--- src/rtl/ip_hs_tx_queue.sv ---
// Sending side of a 4-phase req/ack clock-domain crossing: a small FIFO feeds
// a level-held req/reqData pair that completes against a synchronized ack.
module ip_hs_tx_queue #(
  parameter int DATAWIDTH  = 32,
  parameter int DEPTH      = 4,
  parameter int SYNCSTAGES = 2
) (
  input  logic                       clock,
  input  logic                       reset,
  input  logic                       inValid,
  input  logic [DATAWIDTH-1:0]       inData,
  output logic                       inReady,
  output logic                       req,
  output logic [DATAWIDTH-1:0]       reqData,
  input  logic                       ack,
  output logic [$clog2(DEPTH):0]     level,
  output logic                       busy
);

  localparam int AW = $clog2(DEPTH);
  localparam logic [AW:0] FULL_LEVEL = (AW+1)'(DEPTH);

  typedef enum logic [1:0] {S_IDLE, S_REQ, S_RELEASE} state_t;

  state_t                 r_state;
  state_t                 w_state_next;
  logic [DATAWIDTH-1:0]   r_mem [DEPTH];
  logic [AW-1:0]          r_wr_ptr;
  logic [AW-1:0]          r_rd_ptr;
  logic [AW:0]            r_level;
  logic                   r_req;
  logic [DATAWIDTH-1:0]   r_req_data;
  logic [SYNCSTAGES-1:0]  r_ack_sync;
  logic [SYNCSTAGES-1:0]  r_sync_fill;
  logic                   r_armed;

  logic w_push;
  logic w_pop;
  logic w_ack_sync;
  logic w_sync_valid;
  logic w_armed;
  logic w_not_empty;

  assign inReady      = (r_level != FULL_LEVEL) && !reset;
  assign w_push       = inValid && inReady;
  assign w_not_empty  = (r_level != '0);
  assign w_ack_sync   = r_ack_sync[SYNCSTAGES-1];
  // The synchronizer only reflects the real ack once its reset zeros have
  // flushed; until then a low ackSync must not count as "ack seen low".
  assign w_sync_valid = r_sync_fill[SYNCSTAGES-1];
  assign w_armed      = r_armed || (w_sync_valid && !w_ack_sync);

  assign req     = r_req;
  assign reqData = r_req_data;
  assign level   = r_level;
  assign busy    = (r_state != S_IDLE) || w_not_empty;

  always_ff @(posedge clock) begin
    if (reset) begin
      r_ack_sync  <= '0;
      r_sync_fill <= '0;
      r_armed     <= 1'b0;
    end else begin
      r_ack_sync  <= {r_ack_sync[SYNCSTAGES-2:0], ack};
      r_sync_fill <= {r_sync_fill[SYNCSTAGES-2:0], 1'b1};
      if (w_sync_valid && !w_ack_sync) r_armed <= 1'b1;
    end
  end

  always_ff @(posedge clock) begin
    if (reset) r_state <= S_IDLE;
    else       r_state <= w_state_next;
  end

  always_comb begin
    w_state_next = r_state;
    case (r_state)
      S_IDLE:    if (w_not_empty && !w_ack_sync && w_armed) w_state_next = S_REQ;
      S_REQ:     if (w_ack_sync) w_state_next = S_RELEASE;
      S_RELEASE: if (!w_ack_sync) w_state_next = w_not_empty ? S_REQ : S_IDLE;
      default:   w_state_next = S_IDLE;
    endcase
  end

  always_comb begin
    w_pop = 1'b0;
    case (r_state)
      S_IDLE:    w_pop = w_not_empty && !w_ack_sync && w_armed;
      S_RELEASE: w_pop = w_not_empty && !w_ack_sync;
      default:   w_pop = 1'b0;
    endcase
  end

  always_ff @(posedge clock) begin
    if (w_push) r_mem[r_wr_ptr] <= inData;
  end

  always_ff @(posedge clock) begin
    if (reset) begin
      r_wr_ptr   <= '0;
      r_rd_ptr   <= '0;
      r_level    <= '0;
      r_req      <= 1'b0;
      r_req_data <= '0;
    end else begin
      if (w_push) r_wr_ptr <= r_wr_ptr + 1'b1;
      if (w_pop) begin
        r_rd_ptr   <= r_rd_ptr + 1'b1;
        r_req_data <= r_mem[r_rd_ptr];
      end
      case ({w_push, w_pop})
        2'b10:   r_level <= r_level + 1'b1;
        2'b01:   r_level <= r_level - 1'b1;
        default: r_level <= r_level;
      endcase
      r_req <= (w_state_next == S_REQ);
    end
  end

endmodule
--- config.mk ---
export PLATFORM = sky130hd
export DESIGN_NAME = ip_hs_tx_queue
export DESIGN_NICKNAME = d
export VERILOG_FILES = /design/src/rtl/ip_hs_tx_queue.sv
export SDC_FILE = /design/constraint.sdc
export NUM_CORES = 1
export LEC_CHECK = 0
export ABC_AREA = 1
export CAP_MARGIN = 20
export CORE_AREA = 3 3 134 168
export CTS_CLUSTER_DIAMETER = 200
export CTS_CLUSTER_SIZE = 10
export DETAILED_ROUTE_END_ITERATION = 8
export DIE_AREA = 0 0 137 171
export PLACE_DENSITY_LB_ADDON = 0.3
export SETUP_SLACK_MARGIN = 0.05
export SKIP_LAST_GASP = 1
export SLEW_MARGIN = 15
export SYNTH_ARGS = -nofsm -noshare
export SYNTH_HDL_FRONTEND = slang
export SYNTH_SLANG_ARGS = --single-unit
--- constraint.sdc ---
create_clock -name clock -period 3.8 [get_ports clock]
set_input_delay 0.76 -clock clock [delete_from_list [all_inputs] [get_ports clock]]
set_output_delay 0.76 -clock clock [all_outputs]
set_load 0.1 [all_outputs]
==> impl_metrics.ini <==
[pwr]
irDropWorstVdd_mv = 0.371
p_total_w = 0.00504
power_density_nw_per_um2 = 563
leakagePower_nw = 3.82

[timing]
finalSetupViolCount = 0
slew_headroom_pct = 31.8
fmax_ghz = 0.350
hold_viol = 0
setup_tns_ps = 0
worstMarginPinSlew_ps = 1020
period_share_pct = 75.2
rsz0062_at_grt = false
period_minus_slack_ps = 2860
slew_violations = 0
worst_clock_skew_ps = 13.2

[die]
dieWidth_um = 137
fp.dieH_um = 171
ios = 74
start_util_pct = 34.9
core_area_um2 = 21000
dieArea_um2 = 23400
std_cell_rows = 59

[setup_path]
end_kind = primary output
crit_type = reg -> out
cp_max_fo = 5
critPathLaunchType = register
worst_ep_required_time_ps = 3040
worstPathArrival_ps = 2100

[routing]
top_layer = met4
drcViolationCount = 0
first_pass_iters = 5
routed_wl_mm = 14.7
ant_nets = 0
drtIter0Drc = 251
vias = 4813
drt-wirelength-per-cell_um = 13.0
vias_per_cell = 4.26
met2WireLength_mm = 7.07
wl_met3_um = 608
met1_length_mm = 6.78

[clock_tree]
clockRootBuffer = clkbuf_16
post_cts_buffers = 0
clock_path_buffers = 2
cts_sinks = 175
htreeDepth = 4
ctsHoldBuffers = 0
cts_made_buffers = 17
insertion_delay_ps = 430
cts_tree = done
clk_pin_slew_ps = 60
cts_resized = 0

[synthesis]
avgSynthCellArea_um2 = 9.47
netlist_instances = 773
synth-seq-cells = 175
synth_cell_types = 24
syn_area_um2 = 7320
yosys_warnings = 0
synth_fp_nets = 815
ys_seq_area_share_pct = 65.3

[global_route]
grt_max_degree = 68
grt_antenna_before_repair = 0
grt_pass1_wl_mm = 24.0
grt_use_total_pct = 13.3
grt_overflow = 0
grt_pass1_vias = 4635

[final_layout]
fill_cells = 2079
syn_to_final_growth_pct = 22.3
nets = 884
final_layout_size_suffix_gt1_share_pct = 8.19
num_antenna_cells = 0

[outcome]
status = finished, final reports clean

[placement]
hpwl_mm = 8.96
numPortBuffers = 73
gp_congestion = 0.683

[job]
cap_viol_max_count = 0

[worst_hold_path]
hold_path.class = reg -> reg
-- report_power, final --
group | total (W) | internal, W | switching [W]
clock network | 0.00188 | 0.00115 | 0.000731
registers | 0.00218 | 0.00214 | 0.0000408
logic | 0.000984 | 0.000261 | 0.000723
total | 0.00504 | 0.00355 | 0.00149
-- cells in the final DEF (no fill, tap or decap), types with 5 or more instances in the layout --
cell             Yosys  routed
nand2_1            300     300
edfxtp_1           128     128
inv_1              113     113
clkdlybuf4s50_1      0      72
nor2_1              71      67
dfxtp_1             47      45
nand3_1             35      35
clkbuf_16            0      17
nor2_2              12      12
a21oi_1              8       8
buf_4                0       8
inv_2                6       6
nor2_4               1       5
ha_1                 5       5
-- metrics by stage --
| stage | std cells | worst slack, ps | instance area [µm²] | hold WS (ps) | util [%] |
|---|---|---|---|---|---|
| floorplan | 773 | 422 | 7320 | 388 | - |
| global placement | 1096 | 1010 | 8300 | 395 | 39.6 |
| detailed placement | 1097 | 1020 | 8320 | 397 | 39.7 |
| CTS | 1129 | 898 | 8960 | 410 | 42.7 |
| global route | 1129 | 851 | 8960 | 430 | 42.7 |
| finish | 1129 | 942 | 8960 | 407 | 42.7 |
-- sequential cells by signal, indices dropped and copies added, names as in the netlist --
signal / cells
r_mem: 128
reqData: 32
level: 3
r_ack_sync: 2
r_rd_ptr: 2
r_state: 2
r_sync_fill: 2
r_wr_ptr: 2
r_armed: 1
req: 1
-- layout make-up --
class	count	area [µm²]	area share (%)
flip-flops and latches	175	4790	53.4
multi-input cells	445	1880	21.0
repair buffers	84	861	9.61
clock buffers	21	460	5.14
inverters	119	447	4.99
well taps	274	343	3.83
clock inverters	11	178	1.98
-- worst paths after layout --
kind	from	to	slack, ps	cells after the start
max reg2reg	level[1]	level[2]	1430	12
min reg2reg	r_ack_sync[0]	r_ack_sync[1]	410	2
min	r_ack_sync[0]	r_ack_sync[1]	410	2
max	level[1]	busy	940	3
-- synth_stat cells --
library cell | instances | area share [%]
o21ai_1 | 4 | 0.27
ha_1 | 5 | 0.85
nand4_1 | 1 | 0.085
nor2_2 | 12 | 1.0
nand3_1 | 35 | 2.4
nor4_1 | 1 | 0.085
o21ai_0 | 1 | 0.068
o221ai_1 | 1 | 0.12
buf_6 | 10 | 1.5
buf_8 | 1 | 0.20
nand3_2 | 1 | 0.14
inv_2 | 6 | 0.31
buf_1 | 1 | 0.051
nand2_2 | 3 | 0.26
inv_1 | 113 | 5.8
edfxtp_1 | 128 | 52
nor2_1 | 71 | 3.6
clkbuf_1 | 1 | 0.051
nor2_4 | 1 | 0.15
fa_1 | 1 | 0.27
dfxtp_1 | 47 | 13
nand2_1 | 300 | 15
buf_2 | 21 | 1.4
a21oi_1 | 8 | 0.55
-- cells by family (layout without fill, tap and decap cells) --
kind of cell | count (synthesis) | count (layout) | synth area share (%)
adders and majority gates | 6 | 6 | 1.13
and+or+nand+nor | 425 | 425 | 23.2
DFF | 175 | 175 | 65.3
buffers and inverters | 153 | 235 | 9.38
AOI/OAI and AO/OA | 14 | 14 | 1.01
-- worst max-delay path, cell delays in order (launching register included) --
cell and delay [ps]:
dfxtp_1 390, nor2_2 90, nand3_1 70, clkdlybuf4s50_1 1130
-- routing by layer --
layer / vias up / GRT usage (%)
met1: 2205 / 16.8
met2: 75 / 22.0
met5: - / 0
met3: 15 / 3.35
li1: 2518 / -
met4: 0 / 4.69
No activity file was read; power rests on OpenSTA's default activity.
